## config.mk

```make
export PLATFORM = sky130hd
export DESIGN_NAME = rot_column_scanner
export DESIGN_NICKNAME = d
export VERILOG_FILES = /design/src/rtl/rot_display_pkg.sv /design/src/rtl/led_shift_serializer.sv /design/src/rtl/rot_column_scanner.sv
export SDC_FILE = /design/constraint.sdc
export NUM_CORES = 1
export LEC_CHECK = 0
export BUFFER_PORTS_ARGS = -buffer_cell sky130_fd_sc_hd__buf_2
export CAP_MARGIN = 15
export CORE_MARGIN = 2
export CORE_UTILIZATION = 39
export DETAILED_ROUTE_END_ITERATION = 10
export PLACE_DENSITY = 0.66
export SETUP_SLACK_MARGIN = 0.2
export SLEW_MARGIN = 20
export SYNTH_ARGS = -nofsm -noshare
export SYNTH_HDL_FRONTEND = slang
export SYNTH_SLANG_ARGS = --single-unit
export TNS_END_PERCENT = 20
```

## constraint.sdc

```tcl
create_clock -name clk_in -period 3.9 [get_ports clk_in]
set_clock_uncertainty 0.15 [all_clocks]
set_input_delay 0.585 -clock clk_in [delete_from_list [all_inputs] [get_ports clk_in]]
set_output_delay 0.585 -clock clk_in [all_outputs]
set_load 0.03 [all_outputs]
```

## src/rtl/rot_display_pkg.sv

```systemverilog
// Shared defaults and types for the rotational display read path.
package rot_display_pkg;

    localparam int DEF_ROTATIONAL_RES = 1024;
    localparam int DEF_DISPLAY_RADIUS = 32;
    localparam int DEF_DISPLAY_HEIGHT = 64;

    typedef logic [$clog2(DEF_ROTATIONAL_RES)-1:0] theta_t;
    typedef logic [$clog2(DEF_DISPLAY_RADIUS)-1:0] radius_t;

    typedef enum logic [1:0] {
        IDLE,
        REQUEST,
        SHIFT,
        LATCH
    } scanner_state_t;

endpackage

```

## src/rtl/led_shift_serializer.sv

```systemverilog
// Two-lane parallel-load shift register with divided shift clock, MSB first.
module led_shift_serializer #(
    parameter int DISPLAY_HEIGHT = 64,
    parameter int SCLK_DIV       = 4
) (
    input  logic                      clk,
    input  logic                      rst_n,
    input  logic                      load,
    input  logic [DISPLAY_HEIGHT-1:0] col0_in,
    input  logic [DISPLAY_HEIGHT-1:0] col1_in,
    output logic [1:0]                sdata,
    output logic                      sclk,
    output logic                      done
);
    localparam int DW = $clog2(SCLK_DIV + 1);
    localparam int BW = $clog2(DISPLAY_HEIGHT + 1);

    logic [DISPLAY_HEIGHT-1:0] sh0_q, sh0_d, sh1_q, sh1_d;
    logic                      active_q, active_d;
    logic                      sclk_q, sclk_d;
    logic [DW-1:0]             div_q, div_d;
    logic [BW-1:0]             bit_q, bit_d;

    always_comb begin
        sh0_d    = sh0_q;
        sh1_d    = sh1_q;
        active_d = active_q;
        sclk_d   = sclk_q;
        div_d    = div_q;
        bit_d    = bit_q;
        done     = 1'b0;
        if (load) begin
            sh0_d    = col0_in;
            sh1_d    = col1_in;
            active_d = 1'b1;
            sclk_d   = 1'b0;
            div_d    = '0;
            bit_d    = '0;
        end else if (active_q) begin
            if (div_q == DW'(SCLK_DIV - 1)) begin
                div_d = '0;
                if (!sclk_q) begin
                    sclk_d = 1'b1;
                end else begin
                    // Falling sclk is the only point where the data lanes advance.
                    sclk_d = 1'b0;
                    if (bit_q == BW'(DISPLAY_HEIGHT - 1)) begin
                        active_d = 1'b0;
                        done     = 1'b1;
                    end else begin
                        bit_d = bit_q + BW'(1);
                        sh0_d = sh0_q << 1;
                        sh1_d = sh1_q << 1;
                    end
                end
            end else begin
                div_d = div_q + DW'(1);
            end
        end
    end

    always_ff @(posedge clk or negedge rst_n) begin
        if (!rst_n) begin
            sh0_q    <= '0;
            sh1_q    <= '0;
            active_q <= 1'b0;
            sclk_q   <= 1'b0;
            div_q    <= '0;
            bit_q    <= '0;
        end else begin
            sh0_q    <= sh0_d;
            sh1_q    <= sh1_d;
            active_q <= active_d;
            sclk_q   <= sclk_d;
            div_q    <= div_d;
            bit_q    <= bit_d;
        end
    end

    assign sdata = active_q ? {sh1_q[DISPLAY_HEIGHT-1], sh0_q[DISPLAY_HEIGHT-1]} : 2'b00;
    assign sclk  = sclk_q;

endmodule

```

## src/rtl/rot_column_scanner.sv

```systemverilog
// Per-angle column fetch from the frame buffer and serial drive of both LED arms.
module rot_column_scanner
    import rot_display_pkg::*;
#(
    parameter int ROTATIONAL_RES = DEF_ROTATIONAL_RES,
    parameter int DISPLAY_RADIUS = DEF_DISPLAY_RADIUS,
    parameter int DISPLAY_HEIGHT = DEF_DISPLAY_HEIGHT,
    parameter int READ_LATENCY   = 2,
    parameter int SCLK_DIV       = 4
) (
    input  logic                                clk_in,
    input  logic                                rst_in,
    input  logic [$clog2(ROTATIONAL_RES)-1:0]   theta_in,
    input  logic                                theta_valid,
    input  logic                                buf_busy,
    input  logic [2*DISPLAY_HEIGHT-1:0]         columns_in,
    input  logic [2*$clog2(DISPLAY_RADIUS)-1:0] radii_in,
    output logic [$clog2(ROTATIONAL_RES)-1:0]   theta_read,
    output logic [1:0]                          sdata_out,
    output logic                                sclk_out,
    output logic                                latch_out,
    output logic [2*$clog2(DISPLAY_RADIUS)-1:0] radii_out,
    output logic                                frame_done,
    output logic                                overrun
);
    localparam int TW = $clog2(ROTATIONAL_RES);
    localparam int RW = $clog2(DISPLAY_RADIUS);
    localparam int CW = (READ_LATENCY > 0) ? $clog2(READ_LATENCY + 1) : 1;
    localparam int LW = $clog2(SCLK_DIV + 1);

    scanner_state_t  state_q, state_d;
    logic [TW-1:0]   theta_read_q, theta_read_d;
    logic [TW-1:0]   pend_theta_q, pend_theta_d;
    logic            pending_q, pending_d;
    logic            overrun_q, overrun_d;
    logic [CW-1:0]   req_cnt_q, req_cnt_d;
    logic [LW-1:0]   latch_cnt_q, latch_cnt_d;
    logic            latch_q, latch_d;
    logic            frame_done_q, frame_done_d;
    logic [2*RW-1:0] cap_radii_q, cap_radii_d;
    logic [2*RW-1:0] radii_out_q, radii_out_d;
    logic            ser_load;
    logic            ser_done;

    always_comb begin
        state_d      = state_q;
        theta_read_d = theta_read_q;
        pend_theta_d = pend_theta_q;
        pending_d    = pending_q;
        overrun_d    = overrun_q;
        req_cnt_d    = req_cnt_q;
        latch_cnt_d  = latch_cnt_q;
        latch_d      = latch_q;
        frame_done_d = 1'b0;
        cap_radii_d  = cap_radii_q;
        radii_out_d  = radii_out_q;
        ser_load     = 1'b0;

        if (theta_valid && state_q != IDLE) begin
            pending_d    = 1'b1;
            pend_theta_d = theta_in;
            if (pending_q) overrun_d = 1'b1;
        end

        case (state_q)
            IDLE: begin
                if (pending_q) begin
                    theta_read_d = pend_theta_q;
                    pending_d    = 1'b0;
                    req_cnt_d    = '0;
                    state_d      = REQUEST;
                    // A new angle arriving while the old one is consumed displaces nothing
                    // useful yet, but the older request was still late: flag it.
                    if (theta_valid) begin
                        pending_d    = 1'b1;
                        pend_theta_d = theta_in;
                        overrun_d    = 1'b1;
                    end
                end else if (theta_valid) begin
                    theta_read_d = theta_in;
                    req_cnt_d    = '0;
                    state_d      = REQUEST;
                end
            end
            REQUEST: begin
                if (buf_busy) begin
                    req_cnt_d = '0;
                end else if (req_cnt_q == CW'(READ_LATENCY)) begin
                    ser_load    = 1'b1;
                    cap_radii_d = radii_in;
                    state_d     = SHIFT;
                end else begin
                    req_cnt_d = req_cnt_q + CW'(1);
                end
            end
            SHIFT: begin
                if (ser_done) begin
                    state_d     = LATCH;
                    latch_d     = 1'b1;
                    latch_cnt_d = '0;
                    radii_out_d = cap_radii_q;
                end
            end
            LATCH: begin
                // frame_done rises together with the return to IDLE, so a queued angle
                // starts on the cycle right after the pulse.
                if (latch_cnt_q == LW'(SCLK_DIV - 1)) begin
                    latch_d      = 1'b0;
                    frame_done_d = 1'b1;
                    state_d      = IDLE;
                end else begin
                    latch_cnt_d = latch_cnt_q + LW'(1);
                end
            end
            default: state_d = IDLE;
        endcase
    end

    always_ff @(posedge clk_in or negedge rst_in) begin
        if (!rst_in) begin
            state_q      <= IDLE;
            theta_read_q <= '0;
            pend_theta_q <= '0;
            pending_q    <= 1'b0;
            overrun_q    <= 1'b0;
            req_cnt_q    <= '0;
            latch_cnt_q  <= '0;
            latch_q      <= 1'b0;
            frame_done_q <= 1'b0;
            cap_radii_q  <= '0;
            radii_out_q  <= '0;
        end else begin
            state_q      <= state_d;
            theta_read_q <= theta_read_d;
            pend_theta_q <= pend_theta_d;
            pending_q    <= pending_d;
            overrun_q    <= overrun_d;
            req_cnt_q    <= req_cnt_d;
            latch_cnt_q  <= latch_cnt_d;
            latch_q      <= latch_d;
            frame_done_q <= frame_done_d;
            cap_radii_q  <= cap_radii_d;
            radii_out_q  <= radii_out_d;
        end
    end

    led_shift_serializer #(
        .DISPLAY_HEIGHT(DISPLAY_HEIGHT),
        .SCLK_DIV      (SCLK_DIV)
    ) u_serializer (
        .clk    (clk_in),
        .rst_n  (rst_in),
        .load   (ser_load),
        .col0_in(columns_in[DISPLAY_HEIGHT-1:0]),
        .col1_in(columns_in[2*DISPLAY_HEIGHT-1:DISPLAY_HEIGHT]),
        .sdata  (sdata_out),
        .sclk   (sclk_out),
        .done   (ser_done)
    );

    assign theta_read = theta_read_q;
    assign latch_out  = latch_q;
    assign radii_out  = radii_out_q;
    assign frame_done = frame_done_q;
    assign overrun    = overrun_q;

endmodule

```

; Word-level counts from Yosys, hierarchy flattened
; Cells that the tools add are included.
; W data, S select, Z words.
[word_totals]
in_bits = 152
ramBits = 0
regBits = 191
latchBits = 0
elab_cells = 126
memories = 0
output_inout_bits = 26
mem_bits_ro = 0
[classes]
n_bitwise = 1
n_mux = 71
n_reduce_logical = 18
n_eq_ne = 15
shifts = 0
magnitude_cmp = 0
n_div = 0
add_sub_neg = 4
mul = 0
[ops]
columns = op, n
row1 = $mux W64, 10
row2 = $mux W10, 6
row3 = $mux W7, 5
row4 = $mux W1, 30
row5 = $mux W2, 11
row6 = $mux W3, 5
row7 = $reduce_bool A2 Y1, 7
row8 = $ne A2 B2 Y1 const B, 6
row9 = $reduce_and A3 Y1, 4
row10 = $pmux W2 S4, 1
row11 = $add A7 B1 Y7 const B, 1
row12 = $eq A7 B6 Y1 const B, 1
row13 = $add A3 B1 Y3 const B, 2
row14 = $eq A2 B2 Y1 const B, 3
row15 = $eq A3 B2 Y1 const B, 2
row16 = $ne A3 B3 Y1 const B, 2
row17 = $pmux W3 S2, 1
row18 = $reduce_and A2 Y1, 3
row19 = $reduce_and A5 Y1, 1
row20 = $pmux W2 S2, 1
row21 = $reduce_and A4 Y1, 1
row22 = $add A2 B1 Y2 const B, 1
row23 = $eq A2 B1 Y1 const B, 1
row24 = $logic_not A2 Y1, 1
row25 = 3 further kinds, 3

; Longest topological paths before layout
[logic_depth]
depth_word = 8
depth_mapped = 9
depth_no_buf = 6

; Cells and area by module
; From an unflattened synthesis, not the netlist that was laid out.
[unflattened]
hier_cells = 820
area_unflattened_um2 = 8670.8
[modules_own_cells]
columns = mod, seq_area_each_um2, instances, cells_per_inst, area_per_inst_um2
row1 = led_shift_serializer, 3503.4, 1, 643, 6392.4
row2 = rot_column_scanner, 1276.2, 1, 177, 2278.4

; Worst setup path before layout
; Ideal clock, no wire load.
[synth_timing]
path_kind = reg2reg
from = register state_q[1]
to = register state_q[1]
path_slack_ps = 1735
n_path_buf = 1
required_time_ps = 3625
setup_ps = 125
arrival_time_ps = 1890
path_stages_with_launch = 8
synth_period_minus_slack_ps = 2165
cell_sequence = dfrtp_1 -> inv_1 -> ha_1 -> and3b_1 -> buf_2 -> o41a_1 -> nor2_1 -> mux2_2
[synth_via]
elab_chain_len = 5
word_cells_on_any_way = 13
classes_between = 8 x eq/ne / 3 x mux / 2 x reduce/logical
[synth_rtl]
columns = item, line
row1 = start: declaration, rot_column_scanner.sv:31  ; scanner_state_t state_q, state_d;
row2 = start signal: assignment, rot_column_scanner.sv:133  ; state_q <= state_d;
row3 = $eq A2 B1 Y1, rot_column_scanner.sv:65  ; case (state_q)
row4 = $mux W1, rot_column_scanner.sv:65
row5 = $mux W1, led_shift_serializer.sv:32  ; if (load) begin
row6 = $ne A2 B2 Y1 (no line), --
row7 = $reduce_and A5 Y1 (no line), --
; Parallel ways exist; a longest one is shown, timed or not.
; A chain may end at the register's enable or synchronous reset.

; Worst setup path after layout
[layout_timing]
from = register state_q[1]
to = register u_serializer.sh0_q[6]
[layout_via]
elab_chain_len = 4
word_cells_on_any_way = 8
classes_between = 2 x eq/ne / 2 x mux / 4 x reduce/logical
[layout_rtl]
columns = item, line
row1 = $eq A2 B1 Y1 *, rot_column_scanner.sv:65
row2 = $mux W1 *, rot_column_scanner.sv:65
row3 = $ne A2 B2 Y1 (no line) / $reduce_bool A2 Y1 (equally long branches), --
row4 = $reduce_and A4 Y1 (no line), --
row5 = end signal: assignment, led_shift_serializer.sv:64  ; sh0_q <= '0;
row6 = end signal: assignment, led_shift_serializer.sv:71  ; sh0_q <= sh0_d;
row7 = end: declaration, led_shift_serializer.sv:18  ; logic [DISPLAY_HEIGHT-1:0] sh0_q, sh0_d, sh1_q, sh1_d;
; Every way passes the cells marked *; elsewhere a longest branch is shown, timed or not.

==> flow_summary_export.csv <==
group,metric,value,unit
status,status,"completed",
die,pin_count,178,
die,die_w,153.1,µm
yosys,ys_seq_area_share,55.14,%
die,coreArea,21820,µm²
routing,drt-wirelength-per-cell,14.54,µm
clock_tree,hold_buffers,0,
die,die_h,153.1,µm
global_route,grt_antenna_before_repair,4,
routing,wirelength,18280,µm
job,cap_violations,0,
critical_path,end_kind,"flip-flop",
die,rows,54,
placed_design,dp_hpwl,12060,µm
sta,final-hold-violation-count,0,
power,power_leakage,5.046,nW
die,start_util,39.72,%
clock_tree,cts_buffers,17,
placed_design,placed_cells,1222,
critical_path,r2r_setup_slack,1.32,ns
power,worst_ir_drop_vdd,379.2,µV
routing,drt-pass1-iter-count,4,
critical_path,r2r-start,"state_q[1]",
critical_path,crit_end,"u_serializer.sh0_q[6]",
clock_tree,clkTransAtPathRegs,0.08,ns
routing,vias_per_cell,4.876,
clock_tree,cts.htree.levels,4,
sta,tightestPinTransition,0.8843,ns
critical_path,slowest_delay,0.73,ns
yosys,synth_top_flop_cell,"dfrtp_1",
finish,fin_area,10370,µm²
finish,fin_cells,1257,
yosys,synthCells,808,
global_route,grt_pass1_wl,31210,µm
yosys,synthesis.area,8668,µm²
finish,drive_above_1_share,25.05,%
routing,dr_total_vias,6129,
placed_design,io_buffers,177,
finish,mostFrequentLayoutCell,"dfrtp_1",
critical_path,cp_num_buf_inv,2,
clock_tree,worstSkewPairLatency,0.43,ns
yosys,synth_edf_count,0,
sta,holdWs,0.1171,ns
clock_tree,cts_sinks,191,
placed_design,dp_slack,1.279,ns
power,power-per-cell-area,630.7,nW/µm²
clock_tree,cts_resized,0,
critical_path,cp_max_fo,153,
critical_path,r2r_cells,5,
critical_path,cp_cell_sequence,"inv_1 > ha_1 > and3b_4 > buf_12 > o21ai_0",
critical_path,cp.depth,5,
clock_tree,root_buffer,"clkbuf_16",
routing,drc,0,
sta,rsz0062_at_grt,"false",
global_route,grt_max_degree,154,
sta,fin_setup_tns,0,ns
hold_path,hp-class,"input port to async pin",
routing,drt_iter0_markers,358,
critical_path,required,4.03,ns
critical_path,worst-setup-path-type,"flip-flop to flip-flop",
die,die_area,23440,µm²
sta,finalCritPeriodShare,66.04,%
finish,nFillCells,2077,
global_route,grt_pass1_vias,6239,
finish,area_growth,19.59,%
yosys,yosys_warnings,0,
critical_path,worstSetupStartpointType,"flip-flop",
sta,worst_slew_margin_rel,41.05,%
critical_path,arrival,2.70,ns
sta,fin_ws,1.324,ns
critical_path,cp_top_family,"simple AND/OR/NAND/NOR gates",
placed_design,gp_congestion,0.7232,
sta,setup_viol,0,
critical_path,r2r_end,"u_serializer.sh0_q[6]",
power,total_power,6.538,mW
yosys,avgSynthCellArea,10.73,µm²
routing,drt.antenna.violating_nets,0,
yosys,ys_ff_latch,191,
yosys,synth.distinct_cells,44,
sta,layout_min_cycle_time,2.576,ns
global_route,grt_overflow,0,
global_route,track_usage,16.28,%
yosys,syn_nets,969,
clock_tree,cts_buffer_depth,2,
finish,final_cell_mix,"dfrtp_1 (191), nand2_1 (181), buf_2 (176)",
finish,fin_util,47.50,%
sta,max_freq,388.3,MHz
yosys,async_flop_share,100.0,%
finish,final_nets,1122,
critical_path,slowest_stage,"and3b_4",
clock_tree,cts_tree,"built",
sta,slew_violations,0,
critical_path,crit_path_start,"state_q[1]",
clock_tree,cts_setup_buffers,0,
placed_design,place_area,9743,µm²
[Yosys cell counts (2+ instances only)]
library cell,count,area share (%)
clkbuf_1,22,0.95
and2_1,3,0.22
and3_1,2,0.14
o21a_1,2,0.17
nand2_1,181,7.8
nor2b_1,2,0.14
buf_4,2,0.17
inv_1,6,0.26
o21ai_2,2,0.20
o21ai_0,141,8.1
mux2_2,22,2.9
o211ai_1,2,0.17
mux2i_1,139,16
dfrtp_1,191,55
o31ai_1,3,0.26
ha_1,9,1.3
nand3b_1,2,0.17
nor3_1,2,0.12
buf_6,8,1.0
nand2b_1,3,0.22
nor2_1,13,0.56
buf_2,19,1.1
nand3_1,8,0.46
xor2_1,4,0.40
[registers in the layout, indices dropped and copies added, names as in the netlist, named ones only]
name                   count
u_serializer.sh0_q        64
radii_out                 10
cap_radii_q               10
u_serializer.bit_q         7
frame_done                 1
state_q                    2
u_serializer.active_q      1
u_serializer.sh1_q        64
pending_q                  1
req_cnt_q                  2
u_serializer.div_q         3
latch_cnt_q                3
u_serializer.sclk          1
theta_read                10
latch_out                  1
overrun                    1
[worst min path at each step]
stage,end,slack (ns),cells past startpoint
finish,radii_out[3],0.12,1
detailed placement,overrun,0.29,1
CTS,radii_out[3],0.15,1
global placement,overrun,0.29,1
global route,u_serializer.sh1_q[27],0.18,3
floorplan,async pin,0.14,0
[layer usage]
| layer | part of all wire, % | global-route usage [%] |
|---|---|---|
| met1 | 48 | 22.65 |
| met2 | 45 | 24.89 |
| met3 | 5.9 | 5.018 |
| met4 | 0.55 | 4.145 |
| met5 | 0.14 | 0 |
[layout make-up]
type | count | area [µm²] | area share [%]
diodes | 3 | 7.507 | 0.07242
repair buffers | 186 | 999.7 | 9.644
multi-input cells | 559 | 3591 | 34.64
clock buffers | 18 | 429.2 | 4.140
flip-flops and latches | 191 | 4780 | 46.11
well taps | 280 | 350.3 | 3.380
clock inverters | 14 | 186.4 | 1.798
inverters | 6 | 22.52 | 0.2173
[where the power goes]
part | total [mW] | internal (mW) | switching (mW)
Sequential | 2.88 | 2.52 | 0.358
Clock | 1.83 | 0.982 | 0.851
Combinational | 1.82 | 0.833 | 0.992
[kinds of logic (layout without fill, tap and decap cells)]
group,after synthesis,in the layout,synth area share [%]
xor gates and xnor gates,4,4,0.4041
buffers and inverters,58,224,3.565
other,0,3,0
adders and majority gates,10,10,1.415
and+or+nand+nor,225,225,10.74
muxes,161,161,18.91
DFF,191,191,55.14
AOI/OAI and AO/OA,159,159,9.830
(Power assumes the default switching activity.)
